$ cat src/rtl/img_sram_arb.sv
// -----------------------------------------------------------------------------
// img_sram_arb
//   Two-requester arbiter and pin sequencer for the 256x256x8 image SRAM.
//   Requester 0 is the host image loader/unloader, requester 1 is the
//   convolution engine. Each requester offers one word request per cycle over
//   a valid/ready handshake. The granted request is turned into registered
//   SRAM pin values (hold / write / read) for the following cycle, and read
//   data is captured one clock after acceptance and returned with a per-
//   requester valid pulse. A bounded-burst round-robin keeps one requester
//   from starving the other.
//
// Ports
//   clk            single clock; the SRAM acts during the clk-low phase
//   rst_n          asynchronous active-low reset
//   req_valid[i]   requester i has a request
//   req_we[i]      1 = write, 0 = read
//   req_row/col    [8i+7:8i] address of requester i
//   req_wdata      [8i+7:8i] write data of requester i
//   req_ready[i]   request i accepted this cycle (combinational, one-hot-or-0)
//   rsp_valid[i]   rsp_rdata carries read data for requester i (1-cycle pulse)
//   rsp_rdata      registered read data, shared by both requesters
//   sram_*         registered SRAM control/address/data pins
//   sram_dout      SRAM read data, valid around the clk rising edge
// -----------------------------------------------------------------------------
module img_sram_arb #(
    parameter int MAX_BURST = 4,
    parameter int CNT_W     = $clog2(MAX_BURST + 1)
) (
    input  logic        clk,
    input  logic        rst_n,
    input  logic [1:0]  req_valid,
    input  logic [1:0]  req_we,
    input  logic [15:0] req_row,
    input  logic [15:0] req_col,
    input  logic [15:0] req_wdata,
    output logic [1:0]  req_ready,
    output logic [1:0]  rsp_valid,
    output logic [7:0]  rsp_rdata,
    output logic        sram_write_en,
    output logic        sram_sense_en,
    output logic [7:0]  sram_row,
    output logic [7:0]  sram_col,
    output logic [7:0]  sram_din,
    input  logic [7:0]  sram_dout
);

    localparam logic [CNT_W-1:0] BURST_MAX_C = CNT_W'(MAX_BURST);
    localparam logic [CNT_W-1:0] CNT_ONE_C   = CNT_W'(1);
    localparam logic [CNT_W-1:0] CNT_ZERO_C  = CNT_W'(0);

    // Requester index to its one-hot handshake/response bit.
    function automatic logic [1:0] idx_to_onehot(input logic idx);
        logic [1:0] oh;
        if (idx) begin
            oh = 2'b10;
        end else begin
            oh = 2'b01;
        end
        return oh;
    endfunction

    // Arbiter state
    logic             owner_r;
    logic [CNT_W-1:0] burst_cnt_r;
    logic             owner_nxt_s;
    logic [CNT_W-1:0] burst_cnt_nxt_s;

    // Grant decision
    logic       grant_any_s;
    logic       grant_idx_s;

    // Fields of the granted requester
    logic       sel_we_s;
    logic [7:0] sel_row_s;
    logic [7:0] sel_col_s;
    logic [7:0] sel_wdata_s;

    // Next pin values
    logic       write_en_nxt_s;
    logic       sense_en_nxt_s;
    logic [7:0] row_nxt_s;
    logic [7:0] col_nxt_s;
    logic [7:0] din_nxt_s;

    // Read in flight: set at the accepting edge, consumed at the next edge
    logic       rd_pend_r;
    logic       rd_idx_r;
    logic       rd_pend_nxt_s;

    // Grant selection: single requester wins outright; on contention the
    // owner keeps the bus until it has used MAX_BURST consecutive grants.
    always_comb begin
        grant_any_s = 1'b0;
        grant_idx_s = 1'b0;
        case (req_valid)
            2'b01: begin
                grant_any_s = 1'b1;
                grant_idx_s = 1'b0;
            end
            2'b10: begin
                grant_any_s = 1'b1;
                grant_idx_s = 1'b1;
            end
            2'b11: begin
                grant_any_s = 1'b1;
                if (burst_cnt_r < BURST_MAX_C) begin
                    grant_idx_s = owner_r;
                end else begin
                    grant_idx_s = ~owner_r;
                end
            end
            default: begin
                grant_any_s = 1'b0;
                grant_idx_s = 1'b0;
            end
        endcase
    end

    // Handshake: ready mirrors the grant, so it is never set without valid.
    always_comb begin
        req_ready = 2'b00;
        if (grant_any_s) begin
            req_ready = idx_to_onehot(grant_idx_s);
        end else begin
            req_ready = 2'b00;
        end
    end

    // Mux out the granted requester's request fields.
    always_comb begin
        sel_we_s    = grant_idx_s ? req_we[1]         : req_we[0];
        sel_row_s   = grant_idx_s ? req_row[15:8]     : req_row[7:0];
        sel_col_s   = grant_idx_s ? req_col[15:8]     : req_col[7:0];
        sel_wdata_s = grant_idx_s ? req_wdata[15:8]   : req_wdata[7:0];
    end

    // Burst accounting: an idle cycle ends the burst but keeps the owner,
    // so the owner wins the next contention with a fresh budget.
    always_comb begin
        owner_nxt_s     = owner_r;
        burst_cnt_nxt_s = burst_cnt_r;
        if (!grant_any_s) begin
            owner_nxt_s     = owner_r;
            burst_cnt_nxt_s = CNT_ZERO_C;
        end else if (grant_idx_s == owner_r) begin
            owner_nxt_s = owner_r;
            if (burst_cnt_r < BURST_MAX_C) begin
                burst_cnt_nxt_s = burst_cnt_r + CNT_ONE_C;
            end else begin
                burst_cnt_nxt_s = burst_cnt_r;
            end
        end else begin
            owner_nxt_s     = grant_idx_s;
            burst_cnt_nxt_s = CNT_ONE_C;
        end
    end

    // Pin sequencing for the next cycle. write_en is only ever raised
    // together with sense_en, and din only changes on a write.
    always_comb begin
        write_en_nxt_s = 1'b0;
        sense_en_nxt_s = 1'b1;
        row_nxt_s      = sram_row;
        col_nxt_s      = sram_col;
        din_nxt_s      = sram_din;
        rd_pend_nxt_s  = 1'b0;
        if (grant_any_s) begin
            row_nxt_s = sel_row_s;
            col_nxt_s = sel_col_s;
            if (sel_we_s) begin
                write_en_nxt_s = 1'b1;
                sense_en_nxt_s = 1'b1;
                din_nxt_s      = sel_wdata_s;
                rd_pend_nxt_s  = 1'b0;
            end else begin
                write_en_nxt_s = 1'b0;
                sense_en_nxt_s = 1'b0;
                din_nxt_s      = sram_din;
                rd_pend_nxt_s  = 1'b1;
            end
        end else begin
            write_en_nxt_s = 1'b0;
            sense_en_nxt_s = 1'b1;
            rd_pend_nxt_s  = 1'b0;
        end
    end

    // Arbiter state registers.
    always_ff @(posedge clk or negedge rst_n) begin
        if (!rst_n) begin
            owner_r     <= 1'b0;
            burst_cnt_r <= CNT_ZERO_C;
        end else begin
            owner_r     <= owner_nxt_s;
            burst_cnt_r <= burst_cnt_nxt_s;
        end
    end

    // SRAM pin registers; reset forces the hold state at once.
    always_ff @(posedge clk or negedge rst_n) begin
        if (!rst_n) begin
            sram_write_en <= 1'b0;
            sram_sense_en <= 1'b1;
            sram_row      <= 8'h00;
            sram_col      <= 8'h00;
            sram_din      <= 8'h00;
        end else begin
            sram_write_en <= write_en_nxt_s;
            sram_sense_en <= sense_en_nxt_s;
            sram_row      <= row_nxt_s;
            sram_col      <= col_nxt_s;
            sram_din      <= din_nxt_s;
        end
    end

    // Track the read currently on the pins; reset drops it.
    always_ff @(posedge clk or negedge rst_n) begin
        if (!rst_n) begin
            rd_pend_r <= 1'b0;
            rd_idx_r  <= 1'b0;
        end else begin
            rd_pend_r <= rd_pend_nxt_s;
            rd_idx_r  <= grant_idx_s;
        end
    end

    // Capture sram_dout at the edge closing the read's low phase; the data
    // register keeps its value between responses.
    always_ff @(posedge clk or negedge rst_n) begin
        if (!rst_n) begin
            rsp_valid <= 2'b00;
            rsp_rdata <= 8'h00;
        end else if (rd_pend_r) begin
            rsp_valid <= idx_to_onehot(rd_idx_r);
            rsp_rdata <= sram_dout;
        end else begin
            rsp_valid <= 2'b00;
            rsp_rdata <= rsp_rdata;
        end
    end

    img_sram_arb_chk u_chk (
        .clk           (clk),
        .rst_n         (rst_n),
        .req_valid     (req_valid),
        .req_ready     (req_ready),
        .rsp_valid     (rsp_valid),
        .sram_write_en (sram_write_en),
        .sram_sense_en (sram_sense_en)
    );

endmodule

// -----------------------------------------------------------------------------
// img_sram_arb_chk
//   Protocol properties of img_sram_arb: one-hot-or-zero handshake and
//   response, no ready without valid, and no write with sense enabled low.
// Ports: observation-only copies of the arbiter's handshake and SRAM controls.
// -----------------------------------------------------------------------------
module img_sram_arb_chk (
    input logic       clk,
    input logic       rst_n,
    input logic [1:0] req_valid,
    input logic [1:0] req_ready,
    input logic [1:0] rsp_valid,
    input logic       sram_write_en,
    input logic       sram_sense_en
);

    a_ready_onehot0: assert property (@(posedge clk) disable iff (!rst_n)
        $onehot0(req_ready));

    a_ready_needs_valid: assert property (@(posedge clk) disable iff (!rst_n)
        ((req_ready & ~req_valid) == 2'b00));

    a_rsp_onehot0: assert property (@(posedge clk) disable iff (!rst_n)
        $onehot0(rsp_valid));

    a_no_write_while_sensing: assert property (@(posedge clk) disable iff (!rst_n)
        !(sram_write_en && !sram_sense_en));

endmodule

$ cat config.mk
export PLATFORM = sky130hd
export DESIGN_NAME = img_sram_arb
export DESIGN_NICKNAME = d
export VERILOG_FILES = /design/src/rtl/img_sram_arb.sv
export SDC_FILE = /design/constraint.sdc
export NUM_CORES = 1
export LEC_CHECK = 0
export CAP_MARGIN = 20
export CORE_MARGIN = 1
export CORE_UTILIZATION = 35
export CTS_BUF_LIST = sky130_fd_sc_hd__clkbuf_16
export DETAILED_ROUTE_END_ITERATION = 8
export PLACE_DENSITY = 0.84
export SLEW_MARGIN = 30
export SYNTH_ARGS = -nofsm -noshare
export SYNTH_HDL_FRONTEND = slang
export SYNTH_HIERARCHICAL = 1
export SYNTH_SLANG_ARGS = --single-unit
$ cat constraint.sdc
create_clock -name clk -period 1.6 [get_ports clk]
set_clock_uncertainty 0.05 [all_clocks]
set_input_delay 0.24 -clock clk [delete_from_list [all_inputs] [get_ports clk]]
set_output_delay 0.24 -clock clk [all_outputs]
set_load 0.005 [all_outputs]
# Yosys cells after proc, flatten, opt, wreduce, memory -nomap -nowiden
# Index checks and enable logic that the tools add are counted.
[word_totals]
ff_bits = 42
input_bits = 62
wordCells = 42
[classes]
addsub = 1
order_cmp = 1
n_bitwise = 2
n_eq_ne = 5
mux = 19
n_reduce_logical = 3
[op_table]
columns = ["operator", "count"]
rows = [
  ["2-to-1 mux 8 bit", 3],
  ["2-to-1 mux 3 bit", 3],
  ["2-to-1 mux 1 bit", 8],
  ["2-to-1 mux 2 bit", 4],
  ["equality test 2 bit, second input constant", 2],
  ["AND reduction 2 bit", 2],
  ["adder 3 x 1 -> 3 bit, second input constant", 1],
  ["< comparator 3 bit, second input constant", 1],
  ["inequality test 3 x 2 -> 1 bit, second input constant", 1],
  ["OR reduction 3 bit", 1],
  ["equality test 2 x 1 -> 1 bit, second input constant", 1],
  ["NOT 1 bit", 2],
  ["case mux 1 bit (2 select lines)", 1],
  ["equality test 1 bit", 1],
]

# Logic depth before layout (Yosys ltp)
# Gate-level depths: netlist of run 1.
[logic_depth]
depth_word = 6
depth_mapped = 6
depth_no_buf = 4

# Worst setup path after synthesis of run 1
# OpenSTA, ideal clock, no wires.
[synth_path]
kind = "reg-to-reg"
from = "register owner_r"
to = "register sram_din[0]"
stages_incl_launch_ff = 6
t_arrival_ps = 1523
period_less_slack_ps = 1698
slack_ps = -98
setup_time_ps = 125
path_cell_list = "dfrtp_1 > xnor2_1 > a21boi_1 > buf_4 > a32oi_4 > mux2_2"
[synth_between]
elab_chain_cells = 5
[synth_lines]
columns = ["item", "line_no", "rtl"]
rows = [
  ["start, declared", "63", "logic owner_r;"],
  ["start signal, assigned", "194", "owner_r <= owner_nxt_s;"],
  ["NOT 1 bit", "109", "grant_idx_s = ~owner_r;"],
  ["2-to-1 mux 1 bit *", "106", "if (burst_cnt_r < BURST_MAX_C) begin"],
  ["case mux 1 bit (2 select lines) *", "95", "case (req_valid)"],
  ["2-to-1 mux 1 bit", "131", "sel_we_s = grant_idx_s ? req_we[1] : req_we[0];"],
  ["AND reduction 2 bit (no line)", "n/a", ""],
  ["end signal, assigned", "212", "sram_din <= din_nxt_s;"],
  ["end, declared", "43", "output logic [7:0] sram_din,"],
]
# Mark *: on every way between the ends. The rest lies on a longest branch, timed or not.
# A chain may end at the register's enable or synchronous reset.

# Final worst setup path of run 1
[layout_path]
from = "register owner_r"
to = "register sram_din[6]"
# The elaborated chain is that of the path after synthesis.

==> results of run 1 <==
state kept, by name, indices dropped and copies added (netlist names):
signal / flops
owner_r: 1
sram_din: 8
rsp_valid: 2
sram_col: 8
rd_idx_r: 1
sram_write_en: 1
burst_cnt_r: 3
sram_sense_en: 1
sram_row: 8
rd_pend_r: 1
rsp_rdata: 8
worst max path at each step:
stage                         startpoint            to  slack [ns]  depth (start not counted)
after floorplan                  owner_r   sram_din[0]        -0.1                          5
after global placement      req_valid[0]  req_ready[0]       -0.33                          5
after detailed placement    req_valid[1]   sram_din[7]       -0.34                          5
after CTS                 burst_cnt_r[2]   sram_din[6]       -0.18                          6
after global routing             owner_r   sram_din[6]       -0.29                          7
final                            owner_r   sram_din[6]       -0.24                          7
cell usage in the layout (no fill, tap or decap), types with 2 or more instances in the layout:
master	count
a21o_1	17
buf_12	2
dfrtp_1	41
a22o_1	16
buf_6	7
inv_1	3
o21ai_1	2
mux2_2	18
clkdlybuf4s50_1	96
nor2_1	3
nand2_1	3
clkinv_2	2
buf_2	3
mux2_4	6
buf_4	14
nor2b_1	2
clkbuf_16	5
cells by family (layout without fill, tap and decap cells):
group                    count (synthesis)  after routing  share of synthesized area (%)
buffers and inverters                   11            134                          2.878
AO/OA/AOI/OAI                           43             43                          19.40
flip-flops                              42             42                          57.64
multiplexers                            25             25                          15.35
XOR/XNOR                                 1              1                         0.4799
AND/OR/NAND/NOR                         13             13                          3.565
adder cells (fa/ha/maj)                  1              1                         0.6853
metrics by stage:
| step | power, mW | area, um2 | hold slack [ns] | setup WS, ns |
|---|---|---|---|---|
| after floorplan | 1.805 | 1831 | -0.1056 | -0.09760 |
| after global placement | 2.488 | 3000 | 0.1998 | -0.3344 |
| after detailed placement | 2.517 | 3000 | 0.2086 | -0.3406 |
| after CTS | 3.619 | 3252 | 0.3716 | -0.1847 |
| after global routing | 3.802 | 3299 | 0.4016 | -0.2937 |
| final | 3.618 | 3299 | 0.3731 | -0.2397 |
timing repair:
item | CTS | global route
pin swaps | 3 | 0
endpoints found under the setup margin | 21 | 28
hold endpoints to repair | 20 | 0
gates resized for setup | 22 | 11
setup buffers | 3 | 4
hold buffers | 1 | 0
gates cloned | 1 | 1
layout make-up:
type | count | area, um2 | share of cell area (%)
tap | 67 | 83.83 | 2.541
timing repair buffer | 123 | 1210 | 36.67
clock buffer | 5 | 125.1 | 3.792
multi-input combinational | 83 | 798.3 | 24.19
inverter | 3 | 11.26 | 0.3413
clock inverter | 3 | 18.77 | 0.5688
sequential | 42 | 1052 | 31.89
Yosys cell counts (2+ instances only):
| library cell | count | share of area (%) |
|---|---|---|
| clkbuf_1 | 3 | 0.62 |
| a22o_1 | 16 | 7.7 |
| mux2_2 | 24 | 15 |
| o21ai_0 | 3 | 0.82 |
| buf_4 | 2 | 0.82 |
| nand2_1 | 3 | 0.62 |
| buf_2 | 3 | 0.82 |
| inv_1 | 3 | 0.62 |
| nor2b_1 | 3 | 1.0 |
| dfrtp_1 | 41 | 56 |
| nor2_1 | 3 | 0.62 |
| a21o_1 | 17 | 7.0 |
power breakdown:
part           total (mW)  switching, mW  internal (mW)
combinational        1.24          0.397          0.842
sequential           1.40          0.127           1.27
clock               0.978          0.401          0.577
total                3.62          0.925           2.69
worst max-delay path, cell delays in order (launching register included):
cell and delay (ns):
dfrtp_1 0.40, xnor2_2 0.26, a21boi_4 0.11, buf_6 0.15, a32oi_4 0.18, buf_6 0.13
buf_12 0.11, mux2_2 0.33
layer usage:
| metal | vias to the layer above | routed length (um) |
|---|---|---|
| li1 | 742 | - |
| met3 | 6 | 261 |
| met1 | 791 | 2034 |
| met4 | 0 | 51 |
| met2 | 57 | 2814 |
| met5 | - | 0 |
==> summary.md, run 1 <==
| Metric | Value |
|---|---|
| Status | complete, but fails checks |
| Failing checks | setup timing |
| CP max FO | 5 |
| Post-synth EDFFs | 0 |
| Drt drc | 0 |
| Crit path time final | roughly 1.8 ns |
| # port buffers | 99 |
| CP required | 1.72 ns |
| Met2 usage | between 30% and 40% |
| GR peak layer | met2 |
| RSZ-0062 raised after global routing | yes |
| Net Count, Synth | 199 |
| Critical path capture point type | register |
| Routed WL | just over 5 mm |
| WL/cell | 15.83 um |
| Hold Startpoint | rd_idx_r |
| Area Growth Syn to Fin | 80.74% |
| Met1 Use GR | 23.19% |
| CTS HTree Levels | 2 |
| Yosys Warn Count | 6 |
| Initial core utilization | a little under two fifths |
| CTS tree | built |
| Synth Register Bits | 42 |
| Max IR drop VDD | 0.0005949 V |
| Fillers | between 300 and 400 |
| Clk_lat worst skew | between 0.2 and 0.3 ns |
| Power per cell area | 1097 nW/um2 |
| Rel. slew slack | 64.39% |
| Met3 usage in global routing | between 4 and 5% |
| WHS Endpoint | rsp_valid[0] |
| # setup viols final | 20 |
| FF-to-FF setup slack | -0.24 ns |
| First-pass GRT wire length | 7.962 mm |
| CTS sink count | 42 |
| Vias/cell | 4.896 |
| Worst Hold Depth | 1 |
| Largest net degree at the start of global routing | 23 |
| Max_cap viols | 0 |
| Worst R2R Start | owner_r |
| CTS Root Cell | clkbuf_16 |
| Antenna violations before repair | 0 |
| Post-route ant nets | 0 |
| Vias in the first global route | about 1700 |
| Clock slew seen by the registers of the worst setup and hold paths | roughly 0.060 ns |
| Final Max Slew Viols | 0 |
| Nets | 321 |
| Leak Pwr | 1.496 nW |
| Detail Placement HPWL | 3.561 mm |
| Fin. Hold Viols | 0 |
| First-pass detailed-route iteration total | 4 |
| Gr usage total | between 10% and 20% |
| Synth cell types | 27 |
| Async S/R FF share, synth | 100.0% |
| CP Data Arrival Time | 1.96 ns |
| Worst-margin pin slew | about 0.53 ns |
| I/O pin cnt | 100 |
| Number of buffers created by CTS | 5 |
| Main synth FF type | dfrtp_1 |
| Max Freq | 0.5436 GHz |
| Layout Utilization | 67.62% |
| Row cnt | 25 |
| Die width | 74.22 um |
| DIE HEIGHT | 74.22 um |
| End of the worst register-to-register path | sram_din[6] |
| Setup_tns | -2.148 ns |
| Hold Crit Class | register to register |
| Gpl congestion | 0.8472 |
| Cells on worst reg2reg path | 7 |
| Layout cell share with drive strength beyond 1 | 25.87% |
| Crit path kind | register to register |
| Clk buf depth | 2 |
| Seq/Total Area, Yosys | 57.64% |
| Mapped cell area | ~1800 um2 |
| Core area | 4880 um2 |
| Finished Layout Cells | 326 |
| Final period util | 115.0% |
| Fin worst setup slack | -0.2397 ns |
| Synthesized area per cell | approximately 13 um2 |
| Syn Inst Count | about 140 |
| Worst setup SP type | register |
| GRT Residual Overflow | 0 |
| Die Footprint | 5509 um2 |
| Vias | 1596 |
| Drt first-iter violations | 50 |
| Diodes inserted | 0 |
| Placed cells | 309 |
No activity file was read; power rests on OpenSTA's default activity.
==> run 2, diff against run 1 <==
--- a/config.mk
+++ b/config.mk
@@ -6,10 +6,11 @@
 export NUM_CORES = 1
 export LEC_CHECK = 0
 export CAP_MARGIN = 20
-export CORE_MARGIN = 1
+export CORE_MARGIN = 5
 export CORE_UTILIZATION = 35
 export CTS_BUF_LIST = sky130_fd_sc_hd__clkbuf_16
 export DETAILED_ROUTE_END_ITERATION = 8
+export HOLD_SLACK_MARGIN = 0.03
 export PLACE_DENSITY = 0.84
 export SLEW_MARGIN = 30
 export SYNTH_ARGS = -nofsm -noshare
==> summary.md, run 2 (same netlist as run 1, synthesis figures left out) <==
| Metric | Value |
|---|---|
| Final period util | 113.0% (was 115.0%) |
| Hold Crit Class | register to register (unchanged) |
| # setup viols final | 18 (was 20) |
| Placed cells | 309 (unchanged) |
| Worst R2R Start | owner_r (unchanged) |
| Fin. Hold Viols | 0 (unchanged) |
| Routed WL | 5.376 mm (was 5.162 mm) |
| CTS tree | built (unchanged) |
| Nets | 318 (was 321) |
| Row cnt | 26 (was 25) |
| Critical path capture point type | register (unchanged) |
| CP Data Arrival Time | 1.92 ns (was 1.96 ns) |
| Pre-CTS WS | -0.4033 ns (was -0.3406 ns) |
| Status | complete, but fails checks (unchanged) |
| Max Freq | 0.5530 GHz (was 0.5436 GHz) |
| CTS Root Cell | clkbuf_16 (unchanged) |
| Core area | 5075 um2 (was 4880 um2) |
| Fin worst setup slack | -0.2084 ns (was -0.2397 ns) |
| Gr usage total | 16.67% (was 19.57%) |
| Clk buf depth | 2 (unchanged) |
| Fin Hold WS | 0.3809 ns (was 0.3731 ns) |
| Post-route ant nets | 0 (unchanged) |
| Area Growth Syn to Fin | 81.77% (was 80.74%) |
| Drt first-iter violations | 39 (was 50) |
| Worst path cell trace | xnor2_2, buf_4, nand2b_4, a32oi_4, clkbuf_16, mux2_4 (was xnor2_2, a21boi_4, buf_6, a32oi_4, buf_6, buf_12, mux2_2) |
| Die width | 82.22 um (was 74.22 um) |
| WL/cell | 16.49 um (was 15.83 um) |
| Finished layout cell area | 3318 um2 (was 3299 um2) |
| Hold Startpoint | rd_idx_r (unchanged) |
| Worst-margin pin slew | 0.4323 ns (was 0.5342 ns) |
| CP max stage delay | 0.41 ns (was 0.40 ns) |
| Worst setup SP type | register (unchanged) |
| Initial core utilization | 35.97% (was 37.41%) |
| Number of buffers created by CTS | 5 (unchanged) |
| CP required | 1.71 ns (was 1.72 ns) |
| First-pass GRT wire length | 8.431 mm (was 7.962 mm) |
| Layout cell share with drive strength beyond 1 | 24.61% (was 25.87%) |
| Placed instance area | 3002 um2 (was 3000 um2) |
| CTS sink count | 42 (unchanged) |
| Crit path time final | 1.808 ns (was 1.840 ns) |
| First-pass detailed-route iteration total | 4 (unchanged) |
| Crit path kind | register to register (unchanged) |
| Most common cell after layout, fill and taps aside | clkdlybuf4s50_1 (unchanged) |
| Power per cell area | 1093 nW/um2 (was 1097 nW/um2) |
| GRT Residual Overflow | 0 (unchanged) |
| Vias/cell | 4.917 (was 4.896) |
| RSZ-0062 raised after global routing | yes (unchanged) |
| Clk_lat worst skew | 0.28 ns (about the same) |
| I/O pin cnt | 100 (unchanged) |
| # port buffers | 99 (unchanged) |
| Slowest CP cell | dfrtp_1 (unchanged) |
| Vias | 1603 (was 1596) |
| Finished Layout Cells | 326 (unchanged) |
| Worst Path Buf+Inv | 2 (was 3) |
| Gpl congestion | 0.7754 (was 0.8472) |
| Failing checks | setup timing (unchanged) |
| Diodes inserted | 0 (unchanged) |
| Die Footprint | 6760 um2 (was 5509 um2) |
| Clock slew seen by the registers of the worst setup and hold paths | 0.06 ns (about the same) |
| Detail Placement HPWL | 3.924 mm (was 3.561 mm) |
| DIE HEIGHT | 82.22 um (was 74.22 um) |
| Max IR drop VDD | 0.0005096 V (was 0.0005949 V) |
| FF-to-FF setup slack | -0.21 ns (was -0.24 ns) |
| Leak Pwr | 1.506 nW (was 1.496 nW) |
| Vias in the first global route | 1708 (was 1672) |
| Max_cap viols | 0 (unchanged) |
| CTS HTree Levels | 2 (unchanged) |
| CP startpoint | owner_r (unchanged) |
| CP delay by family, top | flip-flops (unchanged) |
| Drt drc | 0 (unchanged) |
| Most frequent cells in the layout | clkdlybuf4s50_1 (96), dfrtp_1 (41), a21o_1 (17) (was clkdlybuf4s50_1 (96), dfrtp_1 (41), mux2_2 (18)) |
| Antenna violations before repair | 0 (unchanged) |
| Largest net degree at the start of global routing | 26 (was 23) |
| Final Max Slew Viols | 0 (unchanged) |
| Rel. slew slack | 71.18% (was 64.39%) |
| CP max FO | 4 (was 5) |
==> run 2: cell types whose count changed in the layout (fill, tap and decap cells not counted), moves of 2 or more <==
cell     previous run  this run
buf_12              2         4
buf_4              14        12
buf_6               7         4
mux2_2             18        12
mux2_4              6        12
o21ai_0             1         3
o21ai_1             2         0
==> run 2: report_power, final <==
group	switching [mW]	total (mW)	internal [mW]
Sequential	0.129	1.40	1.28
Clock	0.389	0.957	0.569
Combinational	0.399	1.26	0.865
Total	0.917	3.63	2.71
==> run 2: path summary, 6_finish.rpt <==
check                                 to  cells after the start
max                          sram_din[6]                      6
min                         rsp_valid[0]                      1
max reg2reg                  sram_din[6]                      6
min reg2reg                 rsp_valid[0]                      1
max in group asynchronous  sram_sense_en                      3
min in group asynchronous    sram_din[6]                      2
==> run 2: layer usage <==
metal  vias up  wire length, um  track usage, %
li1        735                -               -
met1       791             2061           19.11
met2        66             2812           29.65
met3        11              403           5.531
met4         0               97           4.319
met5         -                0               0
==> run 2: area by class of cell <==
type	count	area, um2
inverters	3	11.26
clock inverters	3	16.27
clock buffers	5	125.1
multi-input cells	83	804.5
fillers	401	1757
well taps	70	87.58
repair buffers	120	1221
flip-flops and latches	42	1052
==> run 2: worst register-to-register path: stages, from the launching register on <==
cell and delay, ns:
dfrtp_1 0.41, xnor2_2 0.18, buf_4 0.16, nand2b_4 0.14
a32oi_4 0.26, clkbuf_16 0.21, mux2_4 0.29
==> run 2: timing repair <==
| action | CTS | global route |
|---|---|---|
| hold buffers | 1 | 0 |
| setup buffers | 5 | 3 |
| cloned | 1 | 0 |
| setup endpoints to repair | 18 | 28 |
| resized for setup | 25 | 8 |
| hold endpoints to repair | 17 | 0 |
| pin swaps | 7 | 4 |
==> run 2: through the flow <==
step	setup TNS (ns)	utilization [%]	power, mW
5_1_grt	-4.054	65.38	3.828
6_report	-2.253	65.38	3.626
3_3_place_gp	-6.783	59.15	2.498
3_5_place_dp	-7.470	59.15	2.537
2_1_floorplan	-0.7808	-	1.805
4_1_cts	-2.360	64.69	3.638
